File: config.mk
export PLATFORM = sky130hd
export DESIGN_NAME = icache_direct_mapped
export DESIGN_NICKNAME = d
export VERILOG_FILES = /design/src/rtl/icache_pkg.sv /design/src/rtl/icache_array.sv /design/src/rtl/icache_direct_mapped.sv
export SDC_FILE = /design/constraint.sdc
export NUM_CORES = 1
export LEC_CHECK = 0
export ABC_AREA = 0
export CORE_UTILIZATION = 32
export CTS_CLUSTER_DIAMETER = 100
export DETAILED_ROUTE_END_ITERATION = 12
export DONT_BUFFER_PORTS = 1
export GPL_TIMING_DRIVEN = 0
export PLACE_DENSITY = 0.53
export RECOVER_POWER = 100
export SLEW_MARGIN = 0
export SYNTH_ARGS = -nofsm -noshare
export SYNTH_HDL_FRONTEND = slang
export SYNTH_SLANG_ARGS = --single-unit
export TNS_END_PERCENT = 5
File: constraint.sdc
create_clock -name clk -period 15.6 [get_ports clk]
set_input_delay 2.34 -clock clk [delete_from_list [all_inputs] [get_ports clk]]
set_output_delay 2.34 -clock clk [all_outputs]
set_load 0.005 [all_outputs]
File: src/rtl/icache_pkg.sv
// rtl/icache_pkg.sv - shared types, widths and constants for the direct-mapped I-cache
package icache_pkg;

    localparam int LINE_BITS     = 128;
    localparam int MADDR_BITS    = 26;
    localparam int WORD_BITS     = 32;
    localparam int WSEL_BITS     = 2;
    localparam int NUM_LINES_DEF = 4;

    // The line address is pc[29:4]; the index takes the low bits of it
    // and the tag takes whatever is left.
    function automatic int idx_bits(input int num_lines);
        return (num_lines > 1) ? $clog2(num_lines) : 1;
    endfunction

    function automatic int tag_bits(input int num_lines);
        return MADDR_BITS - idx_bits(num_lines);
    endfunction

    localparam int IDX_BITS_DEF = idx_bits(NUM_LINES_DEF);
    localparam int TAG_BITS_DEF = tag_bits(NUM_LINES_DEF);

    typedef enum logic [1:0] {
        IDLE,
        MISS_WAIT,
        REFILL
    } icache_state_t;

endpackage

File: src/rtl/icache_array.sv
// rtl/icache_array.sv - valid/tag/data storage for the direct-mapped I-cache
//
// Ports:
//   clk, reset     clock and synchronous active-high reset (clears valid bits only)
//   rd_index_i     combinational read index
//   rd_valid_o     valid bit at rd_index_i
//   rd_tag_o       stored tag at rd_index_i
//   rd_line_o      stored line at rd_index_i
//   we_i           write enable: installs wr_tag_i/wr_line_i at wr_index_i and sets valid
//   wr_index_i     write index
//   wr_tag_i       tag to install
//   wr_line_i      line to install
module icache_array
    import icache_pkg::*;
#(
    parameter int NUM_LINES = NUM_LINES_DEF,
    parameter int IDX_W     = idx_bits(NUM_LINES),
    parameter int TAG_W     = tag_bits(NUM_LINES)
) (
    input  logic                 clk,
    input  logic                 reset,
    input  logic [IDX_W-1:0]     rd_index_i,
    output logic                 rd_valid_o,
    output logic [TAG_W-1:0]     rd_tag_o,
    output logic [LINE_BITS-1:0] rd_line_o,
    input  logic                 we_i,
    input  logic [IDX_W-1:0]     wr_index_i,
    input  logic [TAG_W-1:0]     wr_tag_i,
    input  logic [LINE_BITS-1:0] wr_line_i
);

    logic [NUM_LINES-1:0] valid_q;
    logic [TAG_W-1:0]     tag_q  [NUM_LINES];
    logic [LINE_BITS-1:0] data_q [NUM_LINES];

    always_ff @(posedge clk) begin
        if (reset) begin
            valid_q <= '0;
        end else if (we_i) begin
            valid_q[wr_index_i] <= 1'b1;
        end
    end

    // Tag and data carry no reset; the valid bit alone guards them.
    always_ff @(posedge clk) begin
        if (we_i) begin
            tag_q[wr_index_i]  <= wr_tag_i;
            data_q[wr_index_i] <= wr_line_i;
        end
    end

    assign rd_valid_o = valid_q[rd_index_i];
    assign rd_tag_o   = tag_q[rd_index_i];
    assign rd_line_o  = data_q[rd_index_i];

endmodule

File: src/rtl/icache_direct_mapped.sv
// rtl/icache_direct_mapped.sv - direct-mapped read-only instruction cache with line refill
//
// Ports:
//   clk, reset              clock and synchronous active-high reset
//   fetch_req               fetch stage requests the instruction at fetch_pc
//   fetch_pc                byte address; bits [1:0] and [31:30] are ignored
//   fetch_instr             instruction, zero-latency on a hit, zero otherwise
//   fetch_stall             request not served this cycle; fetch holds fetch_pc
//   reqI_cache              line request to the memory controller
//   reqAddrI_mem            requested line address (fetch_pc[29:4] of the miss)
//   read_ready_for_icache   one-cycle pulse; data_to_cache holds the requested line
//   data_to_cache           refill line, shared with the D-side
module icache_direct_mapped
    import icache_pkg::*;
#(
    parameter int NUM_LINES = NUM_LINES_DEF
) (
    input  logic                  clk,
    input  logic                  reset,
    input  logic                  fetch_req,
    input  logic [31:0]           fetch_pc,
    output logic [WORD_BITS-1:0]  fetch_instr,
    output logic                  fetch_stall,
    output logic                  reqI_cache,
    output logic [MADDR_BITS-1:0] reqAddrI_mem,
    input  logic                  read_ready_for_icache,
    input  logic [LINE_BITS-1:0]  data_to_cache
);

    localparam int IDX_W = idx_bits(NUM_LINES);
    localparam int TAG_W = tag_bits(NUM_LINES);

    icache_state_t         state_q, state_d;
    logic [MADDR_BITS-1:0] miss_addr_q, miss_addr_d;
    logic                  req_q, req_d;
    logic                  fill_we;

    logic [WSEL_BITS-1:0]  pc_word;
    logic [IDX_W-1:0]      pc_index;
    logic [TAG_W-1:0]      pc_tag;
    logic                  rd_valid;
    logic [TAG_W-1:0]      rd_tag;
    logic [LINE_BITS-1:0]  rd_line;
    logic                  hit;
    logic                  unused_pc_bits;

    assign pc_word        = fetch_pc[3:2];
    assign pc_index       = fetch_pc[4 +: IDX_W];
    assign pc_tag         = fetch_pc[29 -: TAG_W];
    assign unused_pc_bits = ^{fetch_pc[31:30], fetch_pc[1:0]};

    icache_array #(
        .NUM_LINES (NUM_LINES),
        .IDX_W     (IDX_W),
        .TAG_W     (TAG_W)
    ) u_array (
        .clk        (clk),
        .reset      (reset),
        .rd_index_i (pc_index),
        .rd_valid_o (rd_valid),
        .rd_tag_o   (rd_tag),
        .rd_line_o  (rd_line),
        // A ready pulse coinciding with reset must not install the line.
        .we_i       (fill_we & ~reset),
        .wr_index_i (miss_addr_q[IDX_W-1:0]),
        .wr_tag_i   (miss_addr_q[MADDR_BITS-1 -: TAG_W]),
        .wr_line_i  (data_to_cache)
    );

    // Lookups only count in IDLE: during REFILL the freshly written line is
    // already visible, but the extra stall cycle is part of the miss timing.
    assign hit         = fetch_req & (state_q == IDLE) & rd_valid & (rd_tag == pc_tag);
    assign fetch_stall = fetch_req & ~hit;
    assign fetch_instr = hit ? rd_line[WORD_BITS*pc_word +: WORD_BITS] : '0;

    assign reqI_cache   = req_q;
    assign reqAddrI_mem = miss_addr_q;

    always_ff @(posedge clk) begin
        if (reset) begin
            state_q     <= IDLE;
            miss_addr_q <= '0;
            req_q       <= 1'b0;
        end else begin
            state_q     <= state_d;
            miss_addr_q <= miss_addr_d;
            req_q       <= req_d;
        end
    end

    always_comb begin
        state_d     = state_q;
        miss_addr_d = miss_addr_q;
        req_d       = req_q;
        fill_we     = 1'b0;
        case (state_q)
            IDLE: begin
                if (fetch_req && !hit) begin
                    miss_addr_d = fetch_pc[29:4];
                    req_d       = 1'b1;
                    state_d     = MISS_WAIT;
                end
            end
            MISS_WAIT: begin
                // Request stays up for as long as the controller serves the D-side.
                if (read_ready_for_icache) begin
                    fill_we = 1'b1;
                    req_d   = 1'b0;
                    state_d = REFILL;
                end
            end
            REFILL: begin
                state_d = IDLE;
            end
            default: begin
                state_d = IDLE;
                req_d   = 1'b0;
            end
        endcase
    end

endmodule

==> results.py <==
metrics = {
    "yosys": {
        "syn-cell-area_sq_mm": 0.0247,
        "synthesis.nets": 1246,
        "synth_edf_count": 608,
        "synth.distinct_cells": 43,
        "yosysSeqAreaShare_pct": 76.5,
        "yosys.area.top_type": "edfxtp_1",
        "synth_top_area_share_pct": 73.8,
        "ys_seq_elements": 641,
        "async_flop_share_pct": 0,
        "synthTopCellsByArea": "edfxtp_1 74%, mux4_2 16%, dfxtp_1 2.7%, mux2i_1 1.9%, nand2b_1 1.3%",
        "synth_most_common_cell": "edfxtp_1",
        "yosysWarnings": 0,
        "synth_area_per_cell_sq_um": 22.9,
        "synthTopCellsByCount": "608 x edfxtp_1, 174 x mux4_2, 51 x nand2b_1",
        "ys.flop_type": "edfxtp_1",
        "netlist_instances": 1082,
    },
    "clock_tree": {
        "cts_tree": "done",
        "clockRootBuffer": "clkbuf_16",
        "cts_buffers": 74,
        "cts_hold_buf": 0,
        "clock-sinks": 641,
        "post_cts_buffers": 0,
        "clk_pin_slew_ns": 0.05,
        "clkLatencyLatePin_ns": 0.62,
        "clockBufferDepth": 3,
        "cts.htree.levels": 3,
        "cts_resized": 0,
    },
    "floorplanning": {
        "fp.coreArea_sq_mm": 0.0762,
        "fp.dieH_um": 280,
        "ios": 224,
        "fp.dieArea_sq_mm": 0.0784,
        "initial_core_util_pct": 32.5,
        "die-width_um": 280,
        "rows": 101,
    },
    "run": {
        "cap_violations": 13,
    },
    "detailed_routing": {
        "drc": 0,
        "dr.pass1.iters": 5,
        "vias": 11000,
        "drt_iter0_markers": 594,
        "totalWireLength_um": 60300,
        "ant_nets": 0,
        "wire_per_inst_um": 26.4,
        "vias_per_cell": 4.83,
    },
    "sta": {
        "final_hold_viol_count": 0,
        "skew_ns": 0.0251,
        "clock.fmax_mhz": 97.7,
        "hold_ws_ns": 0.473,
        "slew_headroom_pct": -140,
        "period_share_pct": 65.6,
        "tightestPinTransition_ns": 3.61,
        "finalSetupViolations": 0,
        "min_period_ns": 10.24,
        "maxSlewViolCount": 351,
        "rsz0062_at_grt": "false",
    },
    "placement": {
        "dp_hpwl_um": 39800,
        "globalplace.congestion": 0.704,
        "io_buffers": 0,
    },
    "power_and_ir_drop": {
        "p_sw_share_pct": 20.7,
        "pwr_density_cell_mw_per_mm2": 134,
        "clkPwrFrac_pct": 46.4,
        "irDropWorstVdd_uv": 82.6,
        "power_switching_uw": 797,
        "p_int_mw": 3.04,
        "total_power_mw": 3.84,
        "p_leak_nw": 8.89,
        "power_frac_comb_pct": 3.8,
        "p_seq_share_pct": 49.9,
    },
    "grt": {
        "grtUsageTotal_pct": 15.6,
        "antenna_found_initial": 0,
        "grt_pass1_vias": 12000,
        "grt_pass1_wl_um": 86400,
        "grt_max_degree": 54,
        "grt.overflow.total": 0,
    },
    "worst_setup_path": {
        "rr_startpoint": "state_q[0]",
        "start_kind": "primary input",
        "rrSetupSlack_ns": 10.11,
        "worst_ep_arrival_time_ns": 7.90,
        "crit_type": "primary input to output pin",
        "end_kind": "output pin",
        "r2r-end": "u_array.data_q[0][119]",
        "critPathMaxFanout": 10,
        "cp.required_ns": 13.26,
        "r2r_cells": 7,
    },
    "run_status": {
        "status": "finished, violations left",
        "violations": "capacitance limit, slew limit",
    },
    "layout": {
        "final_nets": 1358,
        "syn_to_final_growth_pct": 15.7,
        "diodes": 0,
        "drive_above_1_share_pct": 23.9,
    },
    "min_path": {
        "hold_end": "u_array.valid_q[0]",
        "hp-start": "u_array.valid_q[0]",
        "min_path_cells": 2,
        "hold_path.class": "flop to flop",
    },
}
-- power by group through the flow --
stage,Clock [mW],Combinational [mW],Sequential (mW)
global route,1.89,0.157,1.92
global placement,0,0.151,1.96
finish,1.78,0.144,1.92
detailed placement,0,0.156,1.95
CTS,1.83,0.157,1.92
floorplan,0,0.106,1.95
-- sequential cells by signal, indices dropped and copies added (netlist names) --
| name | cells |
|---|---|
| reqAddrI_mem | 26 |
| reqI_cache | 1 |
| state_q | 2 |
| u_array.data_q | 512 |
| u_array.tag_q | 96 |
| u_array.valid_q | 4 |
-- stage by stage --
stage	setup TNS [ns]	instance area, sq um	util (%)	std cells	setup slack, ns
2_1_floorplan	0	24700	-	1082	0.750
3_3_place_gp	-1917.41	26000	34.2	2112	-10.73
3_5_place_dp	0	26600	35.0	2148	6.99
4_1_cts	0	29200	38.3	2286	6.99
5_1_grt	0	28600	37.6	2286	4.76
6_report	0	28600	37.6	2286	5.36
-- layout make-up --
cell class              count  area [sq um]
fillers                  6943         47600
inverters                   3          11.3
repair buffers             36           135
well taps                1030          1290
clock buffers              84          1900
flip-flops and latches    641         18900
plain buffers              53           206
multi-input cells         385          5520
clock inverters            54           644
-- worst max-delay path: stages --
cell and delay [ns]:
clkbuf_1 0.70, clkbuf_1 0.65, clkbuf_1 0.71, clkbuf_1 1.04, mux2i_1 0.32, a211oi_1 0.30, nand4_1 0.71, clkbuf_1 0.62
nor2b_1 0.48
-- kinds of logic (layout without fill, tap and decap cells) --
| group | Yosys count | count (layout) | synth area share (%) |
|---|---|---|---|
| AOI/OAI and AO/OA | 12 | 12 | 0.334 |
| buffers and inverters | 56 | 230 | 1.07 |
| muxes | 224 | 224 | 18.0 |
| DFF | 641 | 641 | 76.5 |
| xor gates and xnor gates | 28 | 28 | 0.991 |
| and+or+nand+nor | 121 | 121 | 3.13 |
-- routing by layer --
metal | wire (um) | vias to the layer above | global-route usage [%] | part of all wire (%)
met5 | 0 | - | 0 | 0
met4 | 1170 | 0 | 4.68 | 1.9
met3 | 4380 | 83 | 4.94 | 7.3
met2 | 30000 | 274 | 26.1 | 50
met1 | 24700 | 5934 | 19.3 | 41
li1 | - | 4758 | - | -
-- layout by cell type (no fill, tap or decap), drive strengths merged, types with 2 or more instances in the layout --
master	count
nand4	2
bufinv	11
clkbuf	154
mux2i	48
nor2	13
buf	19
nand2	8
dfxtp	33
nor2b	30
edfxtp	608
clkinv	34
a21oi	4
inv	10
clkinvlp	2
or4	2
mux4	176
xor2	15
nand3	3
nor3b	2
nand2b	51
nor4	2
xnor2	13
and2b	3
-- how the worst max path moves through the flow --
stage                                     start                      to  slack, ns  depth (start not counted)
after global routing                fetch_pc[4]          fetch_instr[5]       4.76                          9
after global placement    read_ready_for_icache  u_array.data_q[0][113]     -10.73                          2
final                               fetch_pc[4]          fetch_instr[5]       5.36                          9
after detailed placement            fetch_pc[5]         fetch_instr[27]       6.99                          7
after floorplan           read_ready_for_icache    u_array.data_q[0][0]       0.75                          2
after CTS                           fetch_pc[5]         fetch_instr[27]       6.99                          7
Power figures use the tool's default switching activity.
